==> src/rtl/mem_word_reader_if.sv <==
// rtl/mem_word_reader_if.sv - start/status, RAM read port and output stream bundle for mem_word_reader
//
// Signals (directions seen from the reader, i.e. the master modport):
//   start      in   request a transfer (honoured only while idle)
//   busy       out  transfer in progress
//   done       out  one-cycle completion pulse
//   mem_re     out  RAM read enable; data comes back on mem_data one cycle later
//   mem_addr   out  RAM word address, meaningful while mem_re=1
//   mem_data   in   RAM read data
//   out_valid  out  out_data/out_last hold a word
//   out_ready  in   consumer takes the word when out_valid & out_ready
//   out_data   out  word payload
//   out_last   out  marks the final word of a transfer
interface mem_word_reader_if #(
    parameter int ADDR_W = 8,
    parameter int DATA_W = 32
) ();
    logic              start;
    logic              busy;
    logic              done;
    logic              mem_re;
    logic [ADDR_W-1:0] mem_addr;
    logic [DATA_W-1:0] mem_data;
    logic              out_valid;
    logic              out_ready;
    logic [DATA_W-1:0] out_data;
    logic              out_last;

    modport master (
        input  start,
        input  mem_data,
        input  out_ready,
        output busy,
        output done,
        output mem_re,
        output mem_addr,
        output out_valid,
        output out_data,
        output out_last
    );

    modport slave (
        output start,
        output mem_data,
        output out_ready,
        input  busy,
        input  done,
        input  mem_re,
        input  mem_addr,
        input  out_valid,
        input  out_data,
        input  out_last
    );
endinterface

==> src/rtl/mem_word_reader.sv <==
// rtl/mem_word_reader.sv - reads WORD_COUNT consecutive RAM words from BASE_ADDR and streams them out
//
// Ports:
//   clk    clock, all state changes on the rising edge
//   rst_n  synchronous active-low reset; aborts any transfer, drops any read in flight
//   bus    mem_word_reader_if.master: start/busy/done, RAM read port
//          (mem_re/mem_addr/mem_data) and output stream (out_valid/out_ready/out_data/out_last)
module mem_word_reader #(
    parameter int ADDR_W     = 8,
    parameter int DATA_W     = 32,
    parameter int BASE_ADDR  = 0,
    parameter int WORD_COUNT = 8
) (
    input  logic              clk,
    input  logic              rst_n,
    mem_word_reader_if.master bus
);
    // One extra bit so the counter can index WORD_COUNT = 2**ADDR_W words.
    localparam int                CNT_W    = ADDR_W + 1;
    localparam logic [ADDR_W-1:0] BASE     = ADDR_W'(BASE_ADDR);
    localparam logic [CNT_W-1:0]  LAST_IDX = CNT_W'(WORD_COUNT - 1);

    typedef enum logic [1:0] {
        S_IDLE,
        S_READ,
        S_DRAIN,
        S_FINISH
    } state_t;

    state_t state;
    state_t state_next;

    logic [CNT_W-1:0]  issue_cnt;

    // Tracks the read issued last cycle: its data is on mem_data this cycle.
    logic              ret_valid;
    logic              ret_last;

    // Two-entry return buffer; each entry carries its last-word tag.
    logic [DATA_W-1:0] fifo_data [2];
    logic [1:0]        fifo_last;
    logic              wr_ptr;
    logic              rd_ptr;
    logic [1:0]        fifo_cnt;

    logic              fifo_nonempty;
    logic              pop;
    logic              push;
    logic              issue;
    logic              issue_last;
    logic [2:0]        committed;

    always_comb begin
        fifo_nonempty = (fifo_cnt != 2'd0);
        pop           = fifo_nonempty && bus.out_ready;
        push          = ret_valid;
        // Words that will still occupy the buffer after this cycle, counting
        // the one arriving on mem_data. A new read lands one cycle after the
        // arriving one, so issuing is safe whenever this is below two, and
        // with a consumer that never stalls it stays at one.
        committed     = {1'b0, fifo_cnt} + {2'b00, ret_valid} - {2'b00, pop};
        issue         = (state == S_READ) && (committed < 3'd2);
        issue_last    = issue && (issue_cnt == LAST_IDX);
    end

    always_comb begin
        state_next = state;
        case (state)
            S_IDLE:   if (bus.start) state_next = S_READ;
            S_READ:   if (issue_last) state_next = S_DRAIN;
            S_DRAIN:  if (pop && fifo_last[rd_ptr]) state_next = S_FINISH;
            S_FINISH: state_next = S_IDLE;
            default:  state_next = S_IDLE;
        endcase
    end

    always_ff @(posedge clk) begin
        if (!rst_n) begin
            state        <= S_IDLE;
            issue_cnt    <= '0;
            ret_valid    <= 1'b0;
            ret_last     <= 1'b0;
            fifo_data[0] <= '0;
            fifo_data[1] <= '0;
            fifo_last    <= 2'b00;
            wr_ptr       <= 1'b0;
            rd_ptr       <= 1'b0;
            fifo_cnt     <= 2'd0;
        end else begin
            state     <= state_next;
            ret_valid <= issue;
            ret_last  <= issue_last;

            if (state == S_IDLE) begin
                issue_cnt <= '0;
            end else if (issue) begin
                issue_cnt <= issue_cnt + 1'b1;
            end

            if (push) begin
                fifo_data[wr_ptr] <= bus.mem_data;
                fifo_last[wr_ptr] <= ret_last;
                wr_ptr            <= ~wr_ptr;
            end
            if (pop) begin
                rd_ptr <= ~rd_ptr;
            end

            case ({push, pop})
                2'b10:   fifo_cnt <= fifo_cnt + 2'd1;
                2'b01:   fifo_cnt <= fifo_cnt - 2'd1;
                default: fifo_cnt <= fifo_cnt;
            endcase
        end
    end

    // The address is held steady through the whole READ phase (even while
    // throttled) and parked at zero otherwise, so the RAM side never toggles
    // outside READ.
    always_comb begin
        bus.busy      = (state == S_READ) || (state == S_DRAIN);
        bus.done      = (state == S_FINISH);
        bus.mem_re    = issue;
        bus.mem_addr  = (state == S_READ) ? (BASE + issue_cnt[ADDR_W-1:0]) : '0;
        bus.out_valid = fifo_nonempty;
        bus.out_data  = fifo_nonempty ? fifo_data[rd_ptr] : '0;
        bus.out_last  = fifo_nonempty && fifo_last[rd_ptr];
    end
endmodule

==> src/flat_wrapper.sv <==
// flat-port wrapper written by rule: the top's interface ports become plain ports
module mem_word_reader_flat 
#(
    parameter int ADDR_W     = 8,
    parameter int DATA_W     = 32,
    parameter int BASE_ADDR  = 0,
    parameter int WORD_COUNT = 8
)
  (clk, rst_n, bus_start, bus_mem_data, bus_out_ready, bus_busy, bus_done, bus_mem_re, bus_mem_addr, bus_out_valid, bus_out_data, bus_out_last);
  mem_word_reader_if #(.ADDR_W(ADDR_W), .DATA_W(DATA_W)) bus_i ();
  input  logic clk;
  input  logic rst_n;
  input wire logic [$bits(bus_i.start)-1:0] bus_start;
  input wire logic [$bits(bus_i.mem_data)-1:0] bus_mem_data;
  input wire logic [$bits(bus_i.out_ready)-1:0] bus_out_ready;
  output wire logic [$bits(bus_i.busy)-1:0] bus_busy;
  output wire logic [$bits(bus_i.done)-1:0] bus_done;
  output wire logic [$bits(bus_i.mem_re)-1:0] bus_mem_re;
  output wire logic [$bits(bus_i.mem_addr)-1:0] bus_mem_addr;
  output wire logic [$bits(bus_i.out_valid)-1:0] bus_out_valid;
  output wire logic [$bits(bus_i.out_data)-1:0] bus_out_data;
  output wire logic [$bits(bus_i.out_last)-1:0] bus_out_last;
  assign bus_i.start = bus_start;
  assign bus_i.mem_data = bus_mem_data;
  assign bus_i.out_ready = bus_out_ready;
  assign bus_busy = bus_i.busy;
  assign bus_done = bus_i.done;
  assign bus_mem_re = bus_i.mem_re;
  assign bus_mem_addr = bus_i.mem_addr;
  assign bus_out_valid = bus_i.out_valid;
  assign bus_out_data = bus_i.out_data;
  assign bus_out_last = bus_i.out_last;
  mem_word_reader #(.ADDR_W(ADDR_W), .DATA_W(DATA_W), .BASE_ADDR(BASE_ADDR), .WORD_COUNT(WORD_COUNT)) u_core (.clk(clk), .rst_n(rst_n), .bus(bus_i));
endmodule
==> config.mk <==
export PLATFORM = sky130hd
export DESIGN_NAME = mem_word_reader_flat
export DESIGN_NICKNAME = d
export VERILOG_FILES = /design/src/rtl/mem_word_reader_if.sv /design/src/rtl/mem_word_reader.sv /design/src/flat_wrapper.sv
export SDC_FILE = /design/constraint.sdc
export NUM_CORES = 1
export LEC_CHECK = 0
export BUFFER_PORTS_ARGS = -buffer_cell sky130_fd_sc_hd__buf_2
export CORE_MARGIN = 4
export CORE_UTILIZATION = 32
export DETAILED_ROUTE_END_ITERATION = 16
export PLACE_DENSITY_LB_ADDON = 0.25
export REMOVE_ABC_BUFFERS = 1
export SLEW_MARGIN = 20
export SYNTH_ARGS = -nofsm -noshare
export SYNTH_HDL_FRONTEND = slang
export SYNTH_SLANG_ARGS = --single-unit
==> constraint.sdc <==
create_clock -name clk -period 3.2 [get_ports clk]
set_input_delay 0.32 -clock clk [delete_from_list [all_inputs] [get_ports clk]]
set_output_delay 0.32 -clock clk [all_outputs]
set_load 0.03 [all_outputs]
# After elaboration in Yosys (flattened, before gate mapping)
# Memories as Yosys holds them, arrays and structs flattened. A register that Yosys moved wholly into a read port is not among the register bits.
# Cells that the tools add are included.
# word_totals
ram_bits,64
latchBits,0
out_inout_bits,45
mem_count,1
regBits,19
input_bits,36
mem_bits_ro,0
# memory_table
memory,words,word_bits,rd,rd_clocked_by_memory_dff,wr,line_no,text
u_core.fifo_data,2,32,1,1,2,mem_word_reader.sv:40,logic [DATA_W-1:0] fifo_data [2];
# classes
div,0
n_eq_ne,9
n_addsub,5
n_mul,0
n_bitwise,3
shifts,0
magnitude_cmp,4
n_reduce_logical,13
muxes,21
# op_table
operator,n
two-way mux 32 bit,2
OR reduction 32 bit,1
two-way mux 1 bit,11
"adder 9 x 1 -> 9 bit, second input constant",1
"== test 9 x 3 -> 1 bit, second input constant",1
two-way mux 8 bit,1
case mux 2 bit (4 select lines),1
"== test 2 bit, second input constant",3
logical AND 1 bit,6
two-way mux 2 bit,3
"== test 2 x 1 -> 1 bit, second input constant",2
"< comparator 1 x 2 -> 1 bit, second input constant",2
"inequality test 2 x 1 -> 1 bit, second input constant",2
case mux 2 bit (2 select lines),1
nonzero test 2 bit,2
adder 2 x 1 -> 3 bit,1
"< comparator 3 x 2 -> 1 bit, second input constant",1
NOT 1 bit,3
AND reduction 3 bit,1
subtractor 3 x 1 -> 3 bit,1
"adder 2 x 1 -> 2 bit, second input constant",1
bitwise mux 2 bit,1
logical NOT 2 bit,1
"inequality test 2 bit, second input constant",1
5 further kinds,5

# Depth between registers and ports, before layout
# logic_depth
ltp_word,8
mapped_depth,10
ltp_nobuf,9

# Least setup slack after synthesis
# OpenSTA, ideal clock, no wires.
# synth_path
kind,reg2reg
start,register u_core.fifo_cnt[1]
end,register u_core.state[0]
required_time_ns,3.084
slack_ns,0.543
setup_time_ns,0.116
stages_incl_launch_ff,10
synth_period_minus_slack_ns,2.657
arrival_time_ns,2.541
path_cell_list,dfxtp_1 clkbuf_1 nand2_1 mux2i_1 nand2_1 fa_1 xor2_1 or4_4 a211o_1 o211a_1
# synth_via
elab_chain_cells,8
word_cells_on_any_way,11
cone_classes,add/sub (2); order compare (1); eq/ne (2); reduce/logical (6)
# synth_rtl
element,line_no,text
from (decl),mem_word_reader.sv:44,logic [1:0] fifo_cnt;
from (signal assigned),mem_word_reader.sv:110,2'b10: fifo_cnt <= fifo_cnt + 2'd1;
from (signal assigned),mem_word_reader.sv:111,2'b01: fifo_cnt <= fifo_cnt - 2'd1;
from (signal assigned),mem_word_reader.sv:112,default: fifo_cnt <= fifo_cnt;
"parallel branches: the longest is 7 deep, another holds adder 2 x 1 -> 3 bit",-,
AND reduction 3 bit (no line) *,-,
to (signal assigned),mem_word_reader.sv:90,state <= state_next;
to (decl),mem_word_reader.sv:30,state_t state;
# Every way passes the cells marked *.
# A chain may end at the register's enable or synchronous reset.

# Worst setup path after layout
# layout_path
start,register u_core.fifo_cnt[1]
end,register u_core.state[1]
# Same word-level chain as after synthesis.

==> flow_summary.ini <==
[detailed_routing]
dr.pass1.iters = 4
vias_per_cell = 4.729
route.detailed.drc = 0
wire_per_inst_um = 14.72
drt-initial-drc-count = 105
ant_nets = 0
via_count = 2653
drt-total-wl_um = 8259

[timing]
rsz0062_at_grt = no
maxSlewViolCount = 0
timing.final.crit_share_pct = 88.03
hold_viol = 0
worst_slew_pin_slew_ns = 0.6150
max_slew_margin_pct = 59.00
fin_setup_tns_ns = 0
fmax_ghz = 0.3550
finalClockSkew_ns = 0.005342
fin_crit_ns = 2.817
setup_viol = 0

[hold_path]
worstHoldStart = bus_mem_data[22]
min_delay_path_depth = 2
hp-class = in -> reg
min_to = u_core.fifo_data[1][22]

[critical_path]
cp_slowest_cell = or4_4
cpPeakStageDelay_ns = 0.60
rr_worst_depth = 8
cp.arrival_ns = 3.09
timing.rr.start = u_core.fifo_cnt[1]
worst_ep_required_time_ns = 3.47
r2r_end = u_core.state[1]
end_kind = flop
r2r_setup_slack_ns = 0.38
critPathMaxFanout = 9
critPathKind = reg -> reg
crit_chain = nand2_1, mux2i_1, nand2_1, fa_1, nand2_1, or4_4, a221oi_4, mux2i_1
crit_path_frequent_cell = nand2_1
startpoint_type = flop

[clocking]
cts_tree = built
clk_pin_slew_ns = 0.06
cts_setup_buffers = 0
numCtsBuffers = 9
cts.sinks = 84
root_buffer = clkbuf_16
clock_latency_ns = 0.34
clock_path_buffers = 2
h-tree-depth = 3
ctsResizeCount = 0
ctsHoldBuffers = 0

[global_routing]
antenna_found_initial = 1
grt_first_pass_wirelength_um = 13380
gr-total-overflow = 0
grt_max_degree = 35
grt_usage_pct = 12.23
grt_pass1_vias = 2703

[logic_synthesis]
synth_cells = 331
syn-cell-area_um2 = 3900
synth_top_area_share_pct = 49.28
ys_ff_latch = 84
yosysSeqAreaShare_pct = 59.54
ys.warnings.count = 0
synth_edf_count = 64
yosysUniqueCellTypes = 37
async_flop_share_pct = 0
synth_common_cells = and2_1 (72), edfxtp_1 (64), nor2_1 (47)
synth_largest_area_cell = edfxtp_1
ys.flop_type = edfxtp_1
yosysMostFrequentCell = and2_1
synth_area_leaders = edfxtp_1 (49%), and2_1 (12%), dfxtp_1 (10%)
synth.avg_cell_area_um2 = 11.78

[floorplanning]
die_width_um = 118.4
start_util_pct = 32.60
fp-row-count = 40
fp.coreArea_um2 = 11960
pin_count = 81
dieArea_um2 = 14020
die_h_um = 118.4

[run_status]
status = completed

[final_layout]
syn2layout_area_growth_pct = 21.98
fin_nets = 452
fin_area_um2 = 4757
drive_above_1_share_pct = 27.05
n_antenna_cell = 0
n_fill_cell = 1172
fin_util_pct = 39.77
instances_no_fill = 561

[placement]
dpl.cell_count = 546
hpwl_um = 5381
placed_area_um2 = 4467
portBuffers = 80
gp_congestion = 0.8002

[pwr]
cellPowerDensity_nw_per_um2 = 623.6
vdd_ir_drop_max_mv = 0.3663
p_leak_nw = 1.914

[run]
drv_cap = 0
-- metal layers --
layer / track usage [%] / routed length (um)
met5: 0 / 7
met1: 13.97 / 3570
met2: 20.72 / 4019
met4: 4.996 / 152
met3: 4.498 / 509
-- area by class of cell --
type / instances / area, um2 / share of cell area (%)
clock buffers: 9 / 225.2 / 4.734
clock inverters: 6 / 65.06 / 1.368
inverters: 9 / 33.78 / 0.7102
multi-input cells: 220 / 1480 / 31.12
flip-flops and latches: 84 / 2323 / 48.84
well taps: 147 / 183.9 / 3.866
repair buffers: 86 / 445.4 / 9.363
-- report_power, final --
| part | switching (mW) | internal, mW | total [mW] |
|---|---|---|---|
| clock | 0.414 | 0.601 | 1.01 |
| combinational | 0.389 | 0.208 | 0.597 |
| sequential | 0.0511 | 1.30 | 1.35 |
-- cells by family (layout without fill, tap and decap cells) --
| kind of cell | count (synthesis) | count (layout) | share of synthesized area (%) |
|---|---|---|---|
| buf+inv | 27 | 110 | 2.631 |
| compound gates | 14 | 14 | 3.048 |
| simple gates | 155 | 155 | 21.43 |
| mux | 35 | 35 | 8.983 |
| fa+ha+maj | 6 | 6 | 2.117 |
| flops | 84 | 84 | 59.54 |
| xor+xnor | 10 | 10 | 2.246 |
-- flip-flops by register name, indices dropped and copies added (netlist names), named ones only --
name              cells
u_core.fifo_last      2
u_core.fifo_cnt       2
u_core.ret_last       1
u_core.state          2
u_core.issue_cnt      9
u_core.wr_ptr         1
u_core.push           1
u_core.rd_ptr         1
u_core.fifo_data     64
-- per-stage QoR --
step	worst slack (ns)	hold WS, ns	power [mW]
after floorplan	0.6546	0.4422	1.801
after global placement	0.5045	0.4766	1.971
after detailed placement	0.4225	0.4844	1.984
after CTS	0.3839	0.2490	3.011
after global routing	0.1948	0.2526	3.122
final	0.3831	0.2604	2.966
-- how the worst max path moves through the flow --
stage               cells after the start         endpoint               start  slack (ns)
global placement                        8  u_core.state[0]  u_core.fifo_cnt[1]        0.50
floorplan                               8  u_core.state[0]  u_core.fifo_cnt[1]        0.65
finish                                  8  u_core.state[1]  u_core.fifo_cnt[1]        0.38
CTS                                     8  u_core.state[1]  u_core.fifo_cnt[1]        0.38
detailed placement                      8  u_core.state[1]  u_core.fifo_cnt[1]        0.42
global route                            8       bus_mem_re  u_core.fifo_cnt[1]        0.19
-- cell usage in the layout (no fill, tap or decap), drive strengths merged, types with 2 or more instances in the layout --
cell type,count
a21oi,4
a32o,2
and2,73
and4,2
buf,86
clkbuf,9
clkinv,3
dfxtp,20
edfxtp,64
ha,5
inv,10
mux2i,35
nand2,15
nand2b,3
nand3,3
nor2,47
nor4,4
o21ai,2
or4,3
xnor2,7
xor2,3
-- critical path, delay by kind of cell, from the launching register on --
family	cells	cell delay, ns
multiplexers	2	0.41
adder cells (fa/ha/maj)	1	0.56
AND/OR/NAND/NOR	4	0.97
AO/OA/AOI/OAI	1	0.27
flip-flops	1	0.53
Power figures use the tool's default switching activity.
